<file path="config.mk">
export PLATFORM = sky130hd
export DESIGN_NAME = comparator_serial
export DESIGN_NICKNAME = d
export VERILOG_FILES = /design/src/rtl/comparator_serial.sv
export SDC_FILE = /design/constraint.sdc
export NUM_CORES = 1
export LEC_CHECK = 0
export BUFFER_PORTS_ARGS = -buffer_cell sky130_fd_sc_hd__buf_2
export CORE_MARGIN = 5
export CORE_UTILIZATION = 40
export DETAILED_ROUTE_END_ITERATION = 16
export PLACE_DENSITY = 0.7
export SLEW_MARGIN = 20
export SYNTH_ARGS = -nofsm -noshare
export SYNTH_HDL_FRONTEND = slang
export SYNTH_SLANG_ARGS = --single-unit
</file>
<file path="constraint.sdc">
create_clock -name clk -period 1.6 [get_ports clk]
set_input_delay 0.32 -clock clk [delete_from_list [all_inputs] [get_ports clk]]
set_output_delay 0.32 -clock clk [all_outputs]
set_load 0.01 [all_outputs]
</file>
<file path="src/rtl/comparator_serial.sv">
// comparator_serial: multi-cycle MSB-first magnitude comparator with early exit on the first differing slice.
module comparator_serial #(
    parameter int WIDTH = 6,
    parameter int DIGIT = 1
) (
    input  logic             clk,
    input  logic             reset,
    input  logic             start,
    input  logic [WIDTH-1:0] in1,
    input  logic [WIDTH-1:0] in2,
    input  logic             signed_mode,
    output logic             busy,
    output logic             done,
    output logic             lt,
    output logic             eq,
    output logic             gt,
    output logic [WIDTH-1:0] lt_vec
);
    localparam int NSLICE = WIDTH / DIGIT;
    localparam int SW = NSLICE > 1 ? $clog2(NSLICE) : 1;
    typedef enum logic [1:0] {IDLE, RUN, DONE} state_t;
    state_t           r_state, w_next;
    logic [WIDTH-1:0] r_a, r_b;
    logic [SW-1:0]    r_idx;
    logic [DIGIT-1:0] w_as, w_bs;
    logic             w_last;
    // Operands shift left each cycle so the slice under test is always the top DIGIT bits.
    assign w_as   = r_a[WIDTH-1 -: DIGIT];
    assign w_bs   = r_b[WIDTH-1 -: DIGIT];
    assign w_last = r_idx == '0;
    always_ff @(posedge clk or posedge reset) begin
        if (reset) r_state <= IDLE;
        else       r_state <= w_next;
    end
    always_comb begin
        w_next = r_state;
        unique case (r_state)
            IDLE:    w_next = start ? RUN : IDLE;
            RUN:     w_next = (w_as != w_bs || w_last) ? DONE : RUN;
            default: w_next = IDLE;
        endcase
    end
    always_ff @(posedge clk or posedge reset) begin
        if (reset) begin
            busy   <= 1'b0;
            done   <= 1'b0;
            lt     <= 1'b0;
            eq     <= 1'b0;
            gt     <= 1'b0;
            lt_vec <= '0;
            r_a    <= '0;
            r_b    <= '0;
            r_idx  <= SW'(NSLICE - 1);
        end else begin
            busy <= w_next == RUN;
            done <= w_next == DONE;
            if (r_state == IDLE && start) begin
                // Flipping both MSBs maps two's complement onto offset binary.
                r_a    <= {in1[WIDTH-1] ^ signed_mode, in1[WIDTH-2:0]};
                r_b    <= {in2[WIDTH-1] ^ signed_mode, in2[WIDTH-2:0]};
                lt_vec <= ~in1 & in2;
                lt     <= 1'b0;
                eq     <= 1'b0;
                gt     <= 1'b0;
                r_idx  <= SW'(NSLICE - 1);
            end else if (r_state == RUN) begin
                lt    <= w_as < w_bs;
                gt    <= w_as > w_bs;
                eq    <= w_as == w_bs && w_last;
                r_a   <= r_a << DIGIT;
                r_b   <= r_b << DIGIT;
                r_idx <= r_idx - 1'b1;
            end
        end
    end
endmodule
</file>
==> metrics.txt <==
DR vias=1000; hold crit path type=in -> async; # setup viols final=0; Starting DRT DRC Count=29; met2 GRT Util=22.2%; CP Buf/Inv Count=1; EDFF count, synth=0; Synth Flop Type=dfrtp_1; Synth top cells by count=39 x nand2_1, 26 x dfrtp_1, 10 x nand3_1; Worst R2R Start=r_state[1]; Post-Syn Area=1270 um^2; Finished Layout Cells=203; CTS Buf Count=3; area leader, netlist=dfrtp_1; All-Layer GR Usage=~14%; Synth cell types=25; fin. max-slew vios=0; routed len/inst=12.8 um; total gr overflow=0; drt total wl=between 2000 and 3000 um; die outline height=approximately 66 um; Worst-Margin Slew=between 300 and 400 ps; Crit path largest cell delay=430 ps; Max Root-Sink Buffers=2; Slew headroom=75.4%; Filler cells=338; reg2reg path depth=4; status=finished, final reports clean; htree depth=1; Total Nets Final=180; dpl cell area=1430 um^2; Worst EP arrival=1610 ps; worst skew pair latency=320 ps; final worst path period need=about 1400 ps; Max FO, Critical Path=31; worst endpoint required time=1810 ps; Top Family by Delay on Critical Path=simple AND/OR/NAND/NOR gates; PortBufs=26; Cell Chain, Critical Path=or3b_1 > buf_4 > nor2_1 > a31oi_1; Initial Util=around two fifths; largest net degree at the start of global routing=32; syn nets=153; Remaining DRCs=0; flop-to-flop setup slack=just over 200 ps; Post-synth ARST share=100%; gr busiest metal=met2; FF-to-FF End=r_b[5]; Worst-path clk slew=140 ps; Pre-Repair DR Iteration Count=4; crit path launch=r_state[1]; Slowest-stage cell, CP=dfrtp_1; Hold Worst Slack=a little under 30 ps; root buf cell=clkbuf_4; core area=about 3100 um^2; fin area=roughly 1500 um^2; I/O pins=27; syn avg cell area=9.54 um^2; antenna cells=0; Startpoint Class=register; post-placement cell count=199; top-area cell type share of the netlist area=approximately half; GP Congestion=0.824; Syn. warnings=0; most common cell in the synthesized netlist=nand2_1; Final HPWL DP=1860 um; CP Capture Type=register; leak pwr=0.786 nW; Final ANT Viol Nets=0; TritonCTS Sinks=28; fin crit share=87.4%; Post-Synthesis Cells=133; final setup TNS=0 ps; Seq cells post-synth=28; max frequency=0.715 GHz; DIE AREA=between 4000 and 5000 um^2; Final Skew=2.87 ps; sequential area share after synthesis=55.4%; Overall Power=between 2 and 3 mW; top post-synthesis cells by area=dfrtp_1 51%, nand2_1 12%, dfstp_2 4.1%; CTS tree=built; Area Overhead vs Synth=15.9%; die width=between 60 and 70 um; met3 Use GR=4.08%; Post-CTS Setup Repair Bufs=0; Max VDD drop=0.710 mV; met1 Use GR=17.7%; RSZ-0062 raised after global routing=false; max-capacitance violation count=0; endpoints failing hold=0; vias in the first global route=1053; pwr dens=approximately 1800 nW/um^2; # rows=20; critical path type=reg -> reg; share of cells above drive strength 1=a little under a quarter; antenna violations before repair=0; # hold bufs at CTS=0; global-route wire length before repair=4640 um; cts repair resizes=0; DR vias/cell=~4.9
-- tightest hold or removal path, cell delays in order --
cell	delay (ps)
buf_2	90
inv_1	40
buf_4	320
-- cell usage in the layout (no fill, tap or decap) --
cell	count
nor2_1	7
and2b_1	1
nand3_1	10
or3b_1	1
and3_1	1
inv_1	5
a21oi_1	3
buf_4	5
dfrtp_1	26
nor3b_1	1
nand2b_1	2
buf_2	26
a31oi_1	6
ha_1	4
xor2_1	2
nand3b_1	6
a32o_1	1
clkbuf_8	1
nand2_1	39
xnor2_1	1
clkbuf_4	3
a22oi_1	4
dfstp_2	2
o21ai_0	1
o21ai_1	1
-- registers in the layout (all words and copies together), names as in the netlist --
name,count
busy,1
done,1
eq,1
gt,1
lt,1
lt_vec,6
r_a,6
r_b,6
r_idx,3
r_state,2
-- cell families (layout without fill, tap and decap cells) --
group	after synthesis	in the layout	share of synthesized area, %
buffers and inverters	14	40	6.02
AO/OA/AOI/OAI	16	16	8.09
AND/OR/NAND/NOR	68	68	24.5
XOR/XNOR	3	3	2.07
flip-flops	28	28	55.4
adder cells (fa/ha/maj)	4	4	3.94
-- metrics by stage --
step,setup slack [ps],utilization (%)
floorplan,348,-
global placement,300,47.0
detailed placement,215,47.0
CTS,198,48.2
global route,108,48.2
finish,202,48.2
-- layer usage --
metal	vias to the layer above	wire length (um)
met1	478	1220
li1	486	-
met4	0	16
met5	-	0
met3	4	201
met2	32	1150
-- layout make-up --
cell class | count | area [um^2] | area share [%]
Multi-Input combinational cell | 91 | 489 | 33.3
Clock buffer | 4 | 36.3 | 2.47
Tap cell | 44 | 55.1 | 3.74
Inverter | 5 | 18.8 | 1.28
Timing Repair Buffer | 31 | 168 | 11.4
Sequential cell | 28 | 703 | 47.8
-- power breakdown --
part,switching (mW),internal [mW]
clock network,0.200,0.139
registers,0.167,1.03
logic,0.644,0.431
-- how the worst max path moves through the flow --
stage	cells after the start	to	slack, ps
finish	4	r_b[5]	200
global route	4	r_a[5]	110
CTS	4	r_b[5]	200
detailed placement	4	r_b[5]	210
global placement	5	r_a[5]	300
floorplan	5	r_b[5]	350
(Power assumes the default switching activity.)
